$ cat src/rtl/bidir_bus_pkg.sv
// Shared definitions for the bidirectional pad-bus controller:
// state encoding, timing-counter width and drive-direction flag values.
package bidir_bus_pkg;

    localparam int CNT_W = 4;

    localparam logic [2:0] ST_IDLE    = 3'd0;
    localparam logic [2:0] ST_TURN    = 3'd1;
    localparam logic [2:0] ST_W_SETUP = 3'd2;
    localparam logic [2:0] ST_W_STB   = 3'd3;
    localparam logic [2:0] ST_W_HOLD  = 3'd4;
    localparam logic [2:0] ST_R_SETUP = 3'd5;
    localparam logic [2:0] ST_R_STB   = 3'd6;

    localparam logic DIR_READ  = 1'b0;
    localparam logic DIR_WRITE = 1'b1;

endpackage

$ cat src/rtl/bidir_bus_ctrl.sv
// Core-side sequencer for a tristate parallel bus: setup/strobe/hold phases
// with released-bus turnaround cycles whenever the drive direction flips.
module bidir_bus_ctrl
    import bidir_bus_pkg::*;
#(
    parameter int DATA_WIDTH   = 8,
    parameter int ADDR_WIDTH   = 8,
    parameter int SETUP_CYCLES = 1,
    parameter int STB_CYCLES   = 2,
    parameter int TURN_CYCLES  = 1
) (
    input  logic                  clk,
    input  logic                  reset,
    input  logic                  req_valid,
    input  logic                  req_write,
    input  logic [ADDR_WIDTH-1:0] req_addr,
    input  logic [DATA_WIDTH-1:0] req_wdata,
    output logic                  req_ready,
    output logic                  rsp_valid,
    output logic [DATA_WIDTH-1:0] rsp_rdata,
    output logic [ADDR_WIDTH-1:0] bus_addr,
    output logic                  bus_we,
    output logic                  bus_stb,
    output logic [DATA_WIDTH-1:0] pad_i,
    output logic [DATA_WIDTH-1:0] pad_t,
    input  logic [DATA_WIDTH-1:0] pad_o
);

    localparam logic [CNT_W-1:0] SETUP_LD = CNT_W'(SETUP_CYCLES - 1);
    localparam logic [CNT_W-1:0] STB_LD   = CNT_W'(STB_CYCLES - 1);
    localparam logic [CNT_W-1:0] TURN_LD  = CNT_W'(TURN_CYCLES - 1);

    logic [2:0]       r_state;
    logic [2:0]       w_state_nxt;
    logic [CNT_W-1:0] r_cnt;
    logic [CNT_W-1:0] w_cnt_nxt;
    logic             r_dir;
    logic             w_accept;
    logic             w_cnt_done;
    logic             w_last_rstb;

    assign w_accept    = req_valid && req_ready;
    assign w_cnt_done  = (r_cnt == '0);
    assign w_last_rstb = (r_state == ST_R_STB) && w_cnt_done;

    // r_dir already holds the new direction while in TURN (updated at accept).
    always_comb begin
        // NOTE: every variable gets a default first so no path can infer a latch.
        w_state_nxt = r_state;
        w_cnt_nxt   = w_cnt_done ? r_cnt : r_cnt - 1'b1;
        case (r_state)
            ST_IDLE: begin
                if (w_accept) begin
                    if (req_write != r_dir) begin
                        w_state_nxt = ST_TURN;
                        w_cnt_nxt   = TURN_LD;
                    end else begin
                        w_state_nxt = req_write ? ST_W_SETUP : ST_R_SETUP;
                        w_cnt_nxt   = SETUP_LD;
                    end
                end
            end
            ST_TURN: begin
                if (w_cnt_done) begin
                    w_state_nxt = (r_dir == DIR_WRITE) ? ST_W_SETUP : ST_R_SETUP;
                    w_cnt_nxt   = SETUP_LD;
                end
            end
            ST_W_SETUP: begin
                if (w_cnt_done) begin
                    w_state_nxt = ST_W_STB;
                    w_cnt_nxt   = STB_LD;
                end
            end
            ST_W_STB: begin
                if (w_cnt_done) begin
                    w_state_nxt = ST_W_HOLD;
                    w_cnt_nxt   = '0;
                end
            end
            ST_W_HOLD: w_state_nxt = ST_IDLE;
            ST_R_SETUP: begin
                if (w_cnt_done) begin
                    w_state_nxt = ST_R_STB;
                    w_cnt_nxt   = STB_LD;
                end
            end
            ST_R_STB: begin
                if (w_cnt_done) w_state_nxt = ST_IDLE;
            end
            default: begin
                w_state_nxt = ST_IDLE;
                w_cnt_nxt   = '0;
            end
        endcase
    end

    // Outputs are decoded from the next state so they change on the same edge.
    always_ff @(posedge clk) begin
        // NOTE: sequential state is written with non-blocking assignments only.
        if (reset) begin
            r_state   <= ST_IDLE;
            r_cnt     <= '0;
            r_dir     <= DIR_READ;
            req_ready <= 1'b1;
            rsp_valid <= 1'b0;
            rsp_rdata <= '0;
            bus_addr  <= '0;
            bus_we    <= 1'b0;
            bus_stb   <= 1'b0;
            pad_i     <= '0;
            pad_t     <= '1;
        end else begin
            r_state   <= w_state_nxt;
            r_cnt     <= w_cnt_nxt;
            req_ready <= (w_state_nxt == ST_IDLE);
            rsp_valid <= (w_state_nxt == ST_IDLE) && (r_state != ST_IDLE);
            bus_stb   <= (w_state_nxt inside {ST_W_STB, ST_R_STB});
            bus_we    <= (w_state_nxt inside {ST_W_SETUP, ST_W_STB, ST_W_HOLD});
            if (w_accept) begin
                r_dir    <= req_write;
                bus_addr <= req_addr;
                if (req_write) pad_i <= req_wdata;
            end
            // In IDLE pad_t is left alone: parked driven after a write, released after a read.
            if (w_state_nxt inside {ST_TURN, ST_R_SETUP, ST_R_STB})
                pad_t <= '1;
            else if (w_state_nxt inside {ST_W_SETUP, ST_W_STB, ST_W_HOLD})
                pad_t <= '0;
            if (w_last_rstb) rsp_rdata <= pad_o;
        end
    end

endmodule
$ cat config.mk
export PLATFORM = sky130hd
export DESIGN_NAME = bidir_bus_ctrl
export DESIGN_NICKNAME = d
export VERILOG_FILES = /design/src/rtl/bidir_bus_pkg.sv /design/src/rtl/bidir_bus_ctrl.sv
export SDC_FILE = /design/constraint.sdc
export NUM_CORES = 1
export LEC_CHECK = 0
export ABC_CLOCK_PERIOD_IN_PS = 2800
export BUFFER_PORTS_ARGS = -buffer_cell sky130_fd_sc_hd__buf_2
export CAP_MARGIN = 20
export CORE_MARGIN = 4
export CORE_UTILIZATION = 35
export CTS_CLUSTER_SIZE = 40
export DETAILED_ROUTE_END_ITERATION = 12
export GPL_TIMING_DRIVEN = 0
export MAX_ROUTING_LAYER = met4
export PLACE_DENSITY_LB_ADDON = 0.1
export SYNTH_ARGS = -nofsm -noshare
export SYNTH_HDL_FRONTEND = slang
export SYNTH_SLANG_ARGS = --single-unit
$ cat constraint.sdc
create_clock -name clk -period 2.8 [get_ports clk]
set_clock_uncertainty 0.1 [all_clocks]
set_input_delay 0.14 -clock clk [delete_from_list [all_inputs] [get_ports clk]]
set_output_delay 0.14 -clock clk [all_outputs]
set_load 0.01 [all_outputs]
# After elaboration in Yosys (flattened, before gate mapping)
# Cells that the tools add are included.
# totals
register_bits	44
latch_bits	0
ram_bits	0
mem_bits_ro	0
input_bits	28
n_memories	0
# classes
addsub	1
n_mul	0
div_mod_pow	0
n_lt_le_gt_ge	0
eq_ne	13
shift	0
muxes	15
n_bitwise	0
reduce_logical	15
# op_table
op	n
$mux W3	9
$eq A3 B3 Y1 const B	6
$pmux W3 S6	1
$mux W4	4
$pmux W4 S4	1
$eq A3 B2 Y1 const B	4
$reduce_bool A3 Y1	3
$reduce_or A2 Y1	4
$eq A3 B1 Y1 const B	2
$logic_not A3 Y1	2
$logic_not A4 Y1	1
$sub A4 B1 Y4 const B	1
$logic_and A1 B1 Y1	3
$reduce_and A2 Y1	1
$reduce_bool A2 Y1	1
$ne A1 B1 Y1	1

# Longest topological paths before layout
# logic_depth
ltp_word	7
depth_mapped	8

# Worst setup path after synthesis
# Ideal clock, no wire load.
# synth_path
path_kind	register to register
startpoint	register r_cnt[0]
endpoint	register rsp_valid
setup_time_ns	0.073
arrival_time_ns	1.796
required_ns	2.627
setup_slack_ns	0.831
stages_incl_launch_ff	9
n_path_buf	1
synth_period_minus_slack_ns	1.969
cell_sequence	dfxtp_1 inv_1 ha_1 nor3b_2 buf_6 a32o_1 a211oi_4 nor3b_2 nor3b_2
# synth_between
elab_chain_len	5
word_cells_on_any_way	9
cone_classes	6 x mux; 3 x reduce/logical
# synth_lines
item	line	rtl
from (decl)	bidir_bus_ctrl.sv:35	logic [CNT_W-1:0] r_cnt;
from (signal assigned)	bidir_bus_ctrl.sv:115	r_cnt <= w_cnt_nxt;
$logic_not A4 Y1 *	bidir_bus_ctrl.sv:43	assign w_cnt_done = (r_cnt == '0);
$mux W3, on equally long branches	n/a	
$pmux W3 S6 *	bidir_bus_ctrl.sv:51	case (r_state)
$logic_not A3 Y1 *	bidir_bus_ctrl.sv:117	rsp_valid <= (w_state_nxt == ST_IDLE) && (r_state != ST_IDLE);
$logic_and A1 B1 Y1 *	bidir_bus_ctrl.sv:117	
to (signal assigned)	bidir_bus_ctrl.sv:117	
to (decl)	bidir_bus_ctrl.sv:19	output logic rsp_valid,
# Every way passes the cells marked *; elsewhere a longest branch is shown, timed or not.
# A chain may end at the register's enable or synchronous reset.

# Worst setup path after layout
# Same ends and word-level chain as after synthesis.

==> results.toml <==
[status]
run_status = "complete, no violations"

[finish]
fraction_of_layout_instances_using_a_drive_strength_above_1 = 0.324
layout.nets = 314
n_antenna_cell = 0
area_growth_pct = 43.8
final.fill_count = 433

[power]
p_leak_nw = 1.05
switchingPower_uw = 772
internal_power_of_the_cells_mw = 1.36
power.share.switching = 0.361
share_clk_of_total_power = 0.221
power-per-cell-area_nw_per_um2 = 889
power_frac_seq = 0.327
power.ir.vdd_worst_uv = 497
comb_power_share = 0.453
fin_total_pwr_mw = 2.14

[global_routing]
grt-ovfl-total = 0
antenna_found_initial = 0
grt_pass1_vias = 1573
wire_length_of_the_first_global_routing_pass_mm = 7.18
track_usage = 0.150
grt_start_max_net_pins = 12

[synthesis]
synth_enable_flop_cells = 0
synth.ff_latch_count = 37
yosys.cell_types.count = 36
dominant_cells_by_area_after_synthesis = "sky130_fd_sc_hd__dfxtp_1, sky130_fd_sc_hd__nand2_1, sky130_fd_sc_hd__a21oi_1"
synth.yosys.seq_area_share = 0.443
synth_top_cells_by_count = "sky130_fd_sc_hd__nand2_1, sky130_fd_sc_hd__dfxtp_1, sky130_fd_sc_hd__a21oi_1, sky130_fd_sc_hd__nor2_1, sky130_fd_sc_hd__mux2i_1"
avgSynthCellArea_um2 = 8.79
netlist_area_um2 = 1670
ys.flop_type = "sky130_fd_sc_hd__dfxtp_1"
synthMostInstantiatedCell = "sky130_fd_sc_hd__nand2_1"
synthArstFlopShare = 0
syn_inst = 190
synth.yosys.warnings = 0
synth_top_area_cell = "sky130_fd_sc_hd__dfxtp_1"
synth_fp_nets = 221
post-synth-top-area-fraction = 0.443

[clock_network]
path_clk_slew_ns = 0.07
clock_tree.htree_level_count = 2
clock-root-buffer = "sky130_fd_sc_hd__clkbuf_8"
cts_inserted_buffers = 5
cts_max_path_buffers = 2
worstSkewPairLatency_ns = 0.28
setup_fix_buffers_added_after_clock_tree_synthesis = 0
cts_repair_resize_count = 0
cts.sinks = 37
tritoncts_clock_tree = "built"

[drt]
route.final.wire_length_mm = 4.05
drt_iter0_drc = 73
routedWlPerCell_um = 12.1
viasPerCell = 4.71
dr_total_vias = 1583
detail_route.first_pass.iterations = 4
drcViolationCount = 0
final_antenna_net_count = 0

[sta]
fmax_mhz = 449
report.final.setup_viol = 0
timing_worst_slew_pin_value_ns = 0.521
final_min_period_over_clock_period = 0.796
worst_slew_margin_rel = 0.652
hold_violations = 0
finalCriticalPeriod_ns = 2.23
whs_ns = 0.0815
grt_setup_unrepaired = "false"
setup_tns_ns = 0
final_max_slew_viol_count = 0

[setup_path]
start_kind = "register"
worstPathArrival_ns = 2.34
timing_worst_setup_path_type = "reg -> reg"
worst_setup_ep_type = "register"
timing.critical_path.required_ns = 2.91
worst-path-max-fanout = 10

[floorplanning]
floorplan.die_area_um2 = 5940
fp.coreArea_um2 = 4470
dieHeight_um = 77.1
initial_utilization = 0.373
die-width_um = 77.1
io_pins = 64
fp-row-count = 24

[placed_design]
number_of_buffers_inserted_by_port_buffering = 62
routabilityCongestion = 0.800
dp.final_hpwl_mm = 2.78

[worst_hold_path]
timing.hold.worst.class = "in -> reg"

[job]
maxCapViolCount = 0
-- metrics by stage --
stage | util | worst slack, ns | cell area (um2) | cells
after floorplan | - | 0.831 | 1670 | 190
after global routing | 0.537 | 0.442 | 2400 | 336
after CTS | 0.537 | 0.573 | 2400 | 336
after detailed placement | 0.457 | 0.604 | 2050 | 304
final | 0.537 | 0.572 | 2400 | 336
after global placement | 0.457 | 0.605 | 2050 | 304
-- routing by layer --
layer | global-route usage | vias to the layer above | wire length, um
li1 | - | 816 | -
met2 | 0.240 | 44 | 1880
met3 | 0.0375 | 7 | 216
met1 | 0.188 | 716 | 1910
met5 | - | - | 0
met4 | 0.0427 | 0 | 52
-- critical path: stages (launching register included) --
cell                       delay [ns]
sky130_fd_sc_hd__dfxtp_1         0.36
sky130_fd_sc_hd__inv_1           0.07
sky130_fd_sc_hd__ha_1            0.23
sky130_fd_sc_hd__nor3b_2         0.18
sky130_fd_sc_hd__buf_6           0.15
sky130_fd_sc_hd__a32o_1          0.28
sky130_fd_sc_hd__a211oi_4        0.37
sky130_fd_sc_hd__nor3b_2         0.24
sky130_fd_sc_hd__nor3b_2         0.17
-- registers in the layout (all words and copies together), names as in the netlist --
name	flops
bus_addr	8
pad_i	8
rsp_rdata	8
r_cnt	4
r_state	3
bus_stb	1
bus_we	1
pad_t	1
r_dir	1
req_ready	1
rsp_valid	1
-- area by class of cell --
cell class                 count  area (um2)  area share
multi-input combinational    133         810       0.337
tap                           52        65.1      0.0271
timing repair buffer          86         551       0.229
buffer                        17         109      0.0453
inverter                       3        11.3     0.00469
sequential                    37         741       0.308
clock inverter                 1        30.0      0.0125
clock buffer                   7        86.3      0.0359
-- path summary, 6_finish.rpt --
kind         slack (ns)    endpoint  startpoint  cells after the start
min                0.08  r_state[2]       reset                      2
min reg2reg        0.35    pad_i[4]    pad_i[4]                      2
max                0.57   rsp_valid    r_cnt[0]                      8
max reg2reg        0.57   rsp_valid    r_cnt[0]                      8
-- kinds of logic (layout without fill, tap and decap cells) --
group / count (synthesis) / count (layout) / share of synthesized area
flip-flops: 37 / 37 / 0.443
AND/OR/NAND/NOR: 83 / 83 / 0.245
multiplexers: 9 / 9 / 0.0547
XOR/XNOR: 2 / 2 / 0.0105
adder cells (fa/ha/maj): 3 / 3 / 0.0225
AO/OA/AOI/OAI: 36 / 36 / 0.152
buffers and inverters: 20 / 114 / 0.0719
-- placed cells by master (no fill, tap or decap), types with 2 or more instances in the layout --
master and n:
sky130_fd_sc_hd__dlygate4sd3_1 24, sky130_fd_sc_hd__clkbuf_8 6, sky130_fd_sc_hd__a21oi_1 20, sky130_fd_sc_hd__nor3_1 4
sky130_fd_sc_hd__ha_1 3, sky130_fd_sc_hd__o32ai_2 2, sky130_fd_sc_hd__nand2b_1 3, sky130_fd_sc_hd__nor2_1 20
sky130_fd_sc_hd__nand2_1 38, sky130_fd_sc_hd__a31oi_1 3, sky130_fd_sc_hd__nor2b_1 5, sky130_fd_sc_hd__xnor2_1 2
sky130_fd_sc_hd__nand3_1 3, sky130_fd_sc_hd__nor3b_2 3, sky130_fd_sc_hd__o21a_1 2, sky130_fd_sc_hd__buf_4 7
sky130_fd_sc_hd__buf_6 2, sky130_fd_sc_hd__inv_1 2, sky130_fd_sc_hd__buf_2 65, sky130_fd_sc_hd__mux2i_1 8
sky130_fd_sc_hd__dfxtp_1 37, sky130_fd_sc_hd__clkbuf_1 6, sky130_fd_sc_hd__o21ai_1 2, sky130_fd_sc_hd__nor3_4 2
-- power groups by stage --
stage / clock (mW) / sequential [mW] / combinational, mW
after floorplan: 0 / 0.723 / 0.692
after global placement: 0 / 0.710 / 0.945
after detailed placement: 0 / 0.708 / 0.948
after CTS: 0.489 / 0.698 / 0.976
after global routing: 0.520 / 0.711 / 1.07
final: 0.472 / 0.698 / 0.967
-- what timing repair did --
item | CTS | global route
hold buffers | 24 | 0
hold endpoints to repair | 24 | 0
setup endpoints to repair | 0 | 0
Power figures use the tool's default switching activity.
